===== src/rtl/switch_debounce_pulse.sv =====
// rtl/switch_debounce_pulse.sv - switch synchronizer, debouncer and rise/auto-repeat/fall pulse generator
module switch_debounce_pulse #(
    parameter int DEBOUNCE_CYCLES = 500000,
    parameter int HOLD_CYCLES     = 25000000,
    parameter int REPEAT_CYCLES   = 5000000,
    parameter int REPEAT_EN       = 1
) (
    input  logic clk,
    input  logic rst,
    input  logic sw_in,
    output logic level,
    output logic inc_pulse,
    output logic fall_pulse,
    output logic repeat_active
);

    localparam int DW = $clog2(DEBOUNCE_CYCLES + 1);
    localparam int HW = $clog2(HOLD_CYCLES + 1);
    localparam int RW = $clog2(REPEAT_CYCLES + 1);

    typedef enum logic [1:0] {
        LOW    = 2'd0,
        HOLD   = 2'd1,
        REPEAT = 2'd2
    } state_t;

    state_t        state, state_nx;
    logic          sw_meta, sw_sync;
    logic [DW-1:0] deb_cnt;
    logic [HW-1:0] hold_cnt, hold_nx;
    logic [RW-1:0] rep_cnt, rep_nx;
    logic          differ, accept;
    logic          inc_nx, fall_nx, repeat_nx;

    assign differ = (sw_sync != level);
    assign accept = differ && (deb_cnt == DW'(DEBOUNCE_CYCLES - 1));

    always_ff @(posedge clk) begin
        if (rst) begin
            sw_meta <= 1'b0;
            sw_sync <= 1'b0;
            deb_cnt <= '0;
            level   <= 1'b0;
        end else begin
            sw_meta <= sw_in;
            sw_sync <= sw_meta;
            if (accept) begin
                level   <= ~level;
                deb_cnt <= '0;
            end else if (differ) begin
                deb_cnt <= deb_cnt + 1'b1;
            end else begin
                deb_cnt <= '0;
            end
        end
    end

    // level is 1 exactly while in HOLD/REPEAT, so accept there always means a fall
    always_comb begin
        state_nx = state;
        hold_nx  = hold_cnt;
        rep_nx   = rep_cnt;
        inc_nx   = 1'b0;
        fall_nx  = 1'b0;
        case (state)
            LOW: begin
                if (accept) begin
                    state_nx = HOLD;
                    inc_nx   = 1'b1;
                    hold_nx  = '0;
                end
            end
            HOLD: begin
                if (accept) begin
                    state_nx = LOW;
                    fall_nx  = 1'b1;
                    hold_nx  = '0;
                    rep_nx   = '0;
                end else if (hold_cnt == HW'(HOLD_CYCLES - 1)) begin
                    if (REPEAT_EN != 0) begin
                        state_nx = REPEAT;
                        inc_nx   = 1'b1;
                        rep_nx   = '0;
                    end
                end else begin
                    hold_nx = hold_cnt + 1'b1;
                end
            end
            REPEAT: begin
                if (accept) begin
                    state_nx = LOW;
                    fall_nx  = 1'b1;
                    hold_nx  = '0;
                    rep_nx   = '0;
                end else if (rep_cnt == RW'(REPEAT_CYCLES - 1)) begin
                    inc_nx = 1'b1;
                    rep_nx = '0;
                end else begin
                    rep_nx = rep_cnt + 1'b1;
                end
            end
            default: begin
                state_nx = LOW;
                hold_nx  = '0;
                rep_nx   = '0;
            end
        endcase
        repeat_nx = (state_nx == REPEAT);
    end

    always_ff @(posedge clk) begin
        if (rst) begin
            state         <= LOW;
            hold_cnt      <= '0;
            rep_cnt       <= '0;
            inc_pulse     <= 1'b0;
            fall_pulse    <= 1'b0;
            repeat_active <= 1'b0;
        end else begin
            state         <= state_nx;
            hold_cnt      <= hold_nx;
            rep_cnt       <= rep_nx;
            inc_pulse     <= inc_nx;
            fall_pulse    <= fall_nx;
            repeat_active <= repeat_nx;
        end
    end

endmodule


===== config.mk =====
export PLATFORM = sky130hd
export DESIGN_NAME = switch_debounce_pulse
export DESIGN_NICKNAME = d
export VERILOG_FILES = /design/src/rtl/switch_debounce_pulse.sv
export SDC_FILE = /design/constraint.sdc
export NUM_CORES = 1
export LEC_CHECK = 0
export ABC_CLOCK_PERIOD_IN_PS = 5000
export CELL_PAD_IN_SITES_DETAIL_PLACEMENT = 1
export CELL_PAD_IN_SITES_GLOBAL_PLACEMENT = 2
export CORE_ASPECT_RATIO = 2
export CORE_MARGIN = 3
export CORE_UTILIZATION = 38
export CTS_CLUSTER_SIZE = 24
export DETAILED_ROUTE_END_ITERATION = 16
export MAX_ROUTING_LAYER = met4
export PLACE_DENSITY_LB_ADDON = 0.1
export SKIP_LAST_GASP = 1
export SLEW_MARGIN = 10
export SYNTH_ARGS = -nofsm -noshare
export SYNTH_HDL_FRONTEND = slang
export SYNTH_SLANG_ARGS = --single-unit
export TNS_END_PERCENT = 50

===== constraint.sdc =====
create_clock -name clk -period 5 [get_ports clk]
set_input_delay 1.25 -clock clk [delete_from_list [all_inputs] [get_ports clk]]
set_output_delay 1.25 -clock clk [all_outputs]
set_load 0.01 [all_outputs]

==> results of run 1 <==
per-layer routing:
layer / share of wire / wire length [µm] / track usage
met2: 0.56 / 6270 / 0.403
met3: 0.017 / 190 / 0.0351
met1: 0.40 / 4510 / 0.219
met4: 0.026 / 293 / 0.0971
met5: 0 / 0 / -
critical path, stage by stage:
cell and delay [ps]:
clkdlybuf4s50_1 720, inv_1 510, o211ai_1 430, or4_1 620, nand2_1 80
flip-flops by register name (all words and copies together) (netlist names):
signal	count
hold_cnt	25
rep_cnt	23
deb_cnt	19
state	2
fall_pulse	1
inc_pulse	1
level	1
repeat_active	1
sw_meta	1
sw_sync	1
placed cells by master, fill, tap and decap left out, types with 3 or more instances in the layout:
master            n
nand2_1          34
xor2_1           12
a22o_1            8
nor4b_1           3
and3_1           15
and2_1            9
or4_1            11
a21oi_1          31
nor3_1           17
dfxtp_1          75
and4_1            4
nor4_1            8
o22ai_1           9
o31ai_1           4
nor2b_1           7
nand3_1          25
nand4b_1          5
buf_4             7
xnor2_1          10
clkdlybuf4s50_1   6
nand4_1          20
a22oi_1           4
o21ai_1           4
o21ai_0          16
mux2i_1           3
ha_1              7
inv_1            17
clkbuf_16         9
nor2_1           52
o32ai_1           3
a31oi_1           5
or3_1             9
Yosys cell counts (all sizes together), types with 3 or more instances:
cell type | number | area (µm²)
o31ai | 4 | 30.0
mux2i | 3 | 30.0
or3 | 9 | 56.3
dfxtp | 75 | 1500
xnor2 | 10 | 87.6
xor2 | 12 | 105
a22oi | 4 | 30.0
nor4b | 3 | 26.3
o32ai | 3 | 26.3
a21oi | 32 | 164
and2 | 9 | 56.3
o21ai | 20 | 100
clkbuf | 15 | 56.3
nand4b | 5 | 43.8
and3 | 15 | 93.8
o22ai | 9 | 56.3
and4 | 4 | 35.0
a31oi | 5 | 31.3
nor3 | 17 | 85.1
a22o | 8 | 70.1
nand4 | 21 | 138
buf | 6 | 46.3
ha | 7 | 87.6
inv | 17 | 63.8
nand3 | 25 | 125
nor2 | 52 | 195
nor4 | 9 | 62.6
nor2b | 7 | 43.8
nand2 | 34 | 128
or4 | 11 | 82.6
layout make-up:
| type | count | area (µm²) | share of cell area |
|---|---|---|---|
| timing repair buffer | 13 | 113 | 0.0259 |
| inverter | 17 | 63.8 | 0.0147 |
| multi-input combinational | 363 | 2200 | 0.506 |
| clock inverter | 5 | 78.8 | 0.0181 |
| clock buffer | 10 | 229 | 0.0526 |
| sequential | 75 | 1500 | 0.345 |
| tap | 132 | 165 | 0.0379 |
worst max-delay path by stage:
stage | slack [ps] | from | depth (start not counted) | endpoint
final | 1660 | rst | 5 | hold_cnt[16]
after CTS | 1610 | rst | 5 | hold_cnt[16]
after detailed placement | 1270 | rst | 5 | hold_cnt[16]
after global routing | 1490 | rst | 5 | hold_cnt[16]
after global placement | 1320 | rst | 5 | hold_cnt[16]
after floorplan | 2340 | rst | 5 | rep_cnt[3]
kinds of logic (layout without fill, tap and decap cells):
group,after synthesis,in the layout,share of synthesized area
and+or+nand+nor,229,229,0.320
AOI/OAI and AO/OA,102,102,0.169
adders and majority gates,7,7,0.0226
DFF,75,75,0.388
buffers and inverters,38,45,0.0430
muxes,3,3,0.00775
xor gates and xnor gates,22,22,0.0498
power groups by stage:
stage,Combinational [mW],Sequential (mW),Clock (mW)
after floorplan,0.0140,0.612,0
after global placement,0.0200,0.612,0
after detailed placement,0.0203,0.612,0
after CTS,0.0204,0.599,0.706
after global routing,0.0219,0.599,0.733
final,0.0198,0.599,0.686
metrics by stage:
| stage | power (mW) | instance area [µm²] | utilization |
|---|---|---|---|
| floorplan | 0.626 | 3870 | - |
| global placement | 0.632 | 4050 | 0.412 |
| detailed placement | 0.633 | 4050 | 0.412 |
| CTS | 1.33 | 4360 | 0.443 |
| global route | 1.35 | 4360 | 0.443 |
| finish | 1.30 | 4360 | 0.443 |
==> flow_summary.json, run 1 <==
{
  "status": "complete, no violations",
  "gp_congestion": 0.817,
  "start_util": 0.394,
  "synth_warnings": 0,
  "post_drt_wl_per_cell_um": 18.3,
  "setup_viol_count_final": 0,
  "totalNegativeSetupSlack_ps": 0,
  "required_ps": 5280,
  "period_share": 0.667,
  "port_buffers": 6,
  "clkPwrFrac": 0.526,
  "drive_above_1_share": 0.0600,
  "insertion_delay_ps": 340,
  "internal_power_mw": 1.04,
  "dp_slack_ps": 1270,
  "core-area_um2": 9830,
  "min_path_cells": 1,
  "root_buffer": "clkbuf_16",
  "drt_iter0_markers": 79,
  "drv_cap": 0,
  "power_frac_seq": 0.459,
  "slew_violations": 0,
  "r2r-end": "hold_cnt[20]",
  "hpwl_mm": 8.27,
  "worstMarginPinSlew_ps": 1260,
  "cts_tree": "built",
  "cts.reportedPaths.clkPinSlew_ps": 60,
  "ys_ff_latch": 75,
  "cts_buffer_depth": 2,
  "cts_htree_levels": 3,
  "syn_area_per_cell_um2": 8.14,
  "path_max_fanout": 17,
  "fin_skew_ps": 7.21,
  "grt_max_degree": 29,
  "drt_first_pass_iters": 4,
  "fin_nets": 489,
  "hold_class": "flop to flop",
  "dieArea_um2": 11500,
  "viasPerCell": 5.88,
  "reg2reg_slack_ps": 1820,
  "hold_viol_final": 0,
  "cts_setup_buffers": 0,
  "worstHoldStart": "sw_meta",
  "critical_path_class": "input port to flop",
  "rsz0062_at_grt": "no",
  "grt_pass1_vias": 3910,
  "p_comb_frac": 0.015,
  "antenna_found_initial": 0,
  "sw_frac_of_total": 0.204,
  "grt_pass1_wl_mm": 19.2,
  "antenna_left": 0,
  "whs_ps": 448,
  "grt_usage": 0.217,
  "setup_slack_ps": 1660,
  "cts_buffers": 9,
  "pin_count": 7,
  "final_cells": 615,
  "end_kind": "flop",
  "drt_wl_total_mm": 11.3,
  "startpoint_type": "input port",
  "n_antenna_cell": 0,
  "fmax_ghz": 0.300,
  "post-route-min-period_ps": 3340,
  "rows": 51,
  "syn_nets": 486,
  "r2r-start": "hold_cnt[3]",
  "placedCellCount": 600,
  "die_w_um": 77.4,
  "ctsHoldBuffers": 0,
  "cellPowerDensity_nw_per_um2": 300,
  "fill_cells": 1240,
  "die_h_um": 149,
  "area_growth_syn_to_layout_pct": 12.5,
  "min_to": "sw_sync",
  "slew_headroom": 0.150,
  "post_cts_resized": 0,
  "cts_sinks": 75,
  "worst-r2r-cell-count": 6,
  "arrival_ps": 3620,
  "syn-instance-count": 476,
  "drc_errors": 0,
  "async_reset_ff_frac": 0,
  "synth_edf_count": 0,
  "synthFlopType": "dfxtp_1",
  "num_vias": 3615,
  "overflow": 0,
  "ys_types": 55,
  "ir_drop_mv": 0.162,
  "yosysSeqAreaShare": 0.388,
  "p_leak_nw": 1.40,
  "p_sw_uw": 266,
  "syn_area_um2": 3870
}
(Power assumes the default switching activity.)
==> run 2, diff against run 1 <==
--- a/config.mk
+++ b/config.mk
@@ -5,12 +5,12 @@
 export SDC_FILE = /design/constraint.sdc
 export NUM_CORES = 1
 export LEC_CHECK = 0
-export ABC_CLOCK_PERIOD_IN_PS = 5000
+export ABC_CLOCK_PERIOD_IN_PS = 2700
 export CELL_PAD_IN_SITES_DETAIL_PLACEMENT = 1
 export CELL_PAD_IN_SITES_GLOBAL_PLACEMENT = 2
 export CORE_ASPECT_RATIO = 2
 export CORE_MARGIN = 3
-export CORE_UTILIZATION = 38
+export CORE_UTILIZATION = 34
 export CTS_CLUSTER_SIZE = 24
 export DETAILED_ROUTE_END_ITERATION = 16
 export MAX_ROUTING_LAYER = met4
==> constraint.sdc (replaced) <==
create_clock -name clk -period 2.7 [get_ports clk]
set_input_delay 0.675 -clock clk [delete_from_list [all_inputs] [get_ports clk]]
set_output_delay 0.675 -clock clk [all_outputs]
set_load 0.01 [all_outputs]
==> flow_summary.json, run 2 (synthesized netlist as in run 1, its figures left out) <==
{
  "insertion_delay_ps": 340,
  "cellPowerDensity_nw_per_um2": 506,
  "cts_sinks": 75,
  "required_ps": 2960,
  "min_path_cells": 1,
  "startpoint_type": "flop",
  "p_leak_nw": 1.53,
  "path_max_fanout": 14,
  "cts_setup_buffers": 0,
  "rows": 54,
  "dp_slack_ps": -3.17,
  "arrival_ps": 2830,
  "worst-r2r-cell-count": 5,
  "worstMarginPinSlew_ps": 661,
  "cts_tree": "built",
  "min_to": "sw_sync",
  "drv_cap": 0,
  "final_cell_area_um2": 4600,
  "hold_class": "flop to flop",
  "die_w_um": 81.5,
  "hold_viol_final": 0,
  "period_share": 0.950,
  "fill_cells": 1332,
  "layout_common_cells": "dfxtp_1 (75), nor2_1 (52), nand2_1 (34)",
  "setup_viol_count_final": 0,
  "port_buffers": 6,
  "hpwl_mm": 9.13,
  "power_mw": 2.33,
  "status": "complete, no violations",
  "cts_buffers": 9,
  "fin_skew_ps": 8.94,
  "final_cells": 649,
  "drt_iter0_markers": 79,
  "area_growth_syn_to_layout_pct": 18.7,
  "viasPerCell": 5.74,
  "post-route-min-period_ps": 2560,
  "fin_nets": 516,
  "drt_wl_total_mm": 12.0,
  "r2r-start": "hold_cnt[18]",
  "overflow": 0,
  "cts.reportedPaths.clkPinSlew_ps": 60,
  "placedCellCount": 635,
  "reg2reg_slack_ps": 140,
  "dieArea_um2": 12800,
  "n_antenna_cell": 0,
  "grt_max_degree": 44,
  "fmax_ghz": 0.390,
  "worstHoldStart": "sw_meta",
  "root_buffer": "clkbuf_16",
  "antenna_left": 0,
  "reg.largest.list": "hold_cnt: 25 flops, rep_cnt: 23 flops, deb_cnt: 19 flops",
  "rsz0062_at_grt": "no",
  "final_common_cell": "dfxtp_1",
  "drc_errors": 0,
  "grt_usage": 0.210,
  "grt_pass1_vias": 4032,
  "core-area_um2": 11000,
  "slew_headroom": 0.559,
  "dpl_cell_area_um2": 4290,
  "die_h_um": 157,
  "r2r-end": "rep_cnt[6]",
  "regMostFlops": "hold_cnt",
  "grt_pass1_wl_mm": 20.1,
  "cts_buffer_depth": 2,
  "gp_congestion": 0.865,
  "seq_area_um2": 1500,
  "whs_ps": 460,
  "drive_above_1_share": 0.116,
  "pin_count": 7,
  "post_drt_wl_per_cell_um": 18.5,
  "totalNegativeSetupSlack_ps": 0,
  "largest_reg_flops": 25,
  "num_vias": 3727,
  "end_kind": "flop",
  "slew_violations": 0,
  "multi_input_area_um2": 2230,
  "cts_htree_levels": 3,
  "ir_drop_mv": 0.283,
  "setup_slack_ps": 136,
  "final_util": 0.418,
  "critical_path_class": "flop to flop",
  "drt_first_pass_iters": 4,
  "antenna_found_initial": 0,
  "start_util": 0.352
}
run 2: worst max path at each step:
stage / startpoint / endpoint / depth (start not counted)
floorplan: hold_cnt[17] / rep_cnt[3] / 7
global placement: rst / rep_cnt[22] / 6
detailed placement: rst / rep_cnt[21] / 6
CTS: hold_cnt[11] / rep_cnt[4] / 6
global route: hold_cnt[18] / rep_cnt[4] / 5
finish: hold_cnt[18] / rep_cnt[6] / 5
run 2: layer usage:
metal	vias to the layer above	routed length (µm)	GRT usage
met5	-	0	-
met4	0	431	0.0975
met3	24	166	0.0252
met2	36	6790	0.392
met1	1843	4610	0.207
li1	1824	-	-
run 2: report_power, final:
| part | internal, mW | switching [mW] | leakage [nW] |
|---|---|---|---|
| Clock | 0.727 | 0.449 | 0.141 |
| Sequential | 1.11 | 0.000868 | 0.604 |
| Combinational | 0.0159 | 0.0272 | 0.782 |
run 2: critical path, cell delays in order (launching register included):
cell and delay, ps:
dfxtp_1 370, or4bb_1 560, or4_1 580, a21o_4 310, or4_1 530, a21oi_1 140
run 2: repair_timing:
action,in CTS,in global routing
endpoints found under the setup margin,0,35
resized for setup,0,6
hold buffers,0,0
hold endpoints to repair,0,0
run 2: layout make-up:
class | count | share of cell area
clock inverter | 3 | 0.00871
tap | 140 | 0.0381
timing repair buffer | 40 | 0.0740
clock buffer | 11 | 0.0528
multi-input combinational | 363 | 0.486
inverter | 17 | 0.0139
sequential | 75 | 0.327
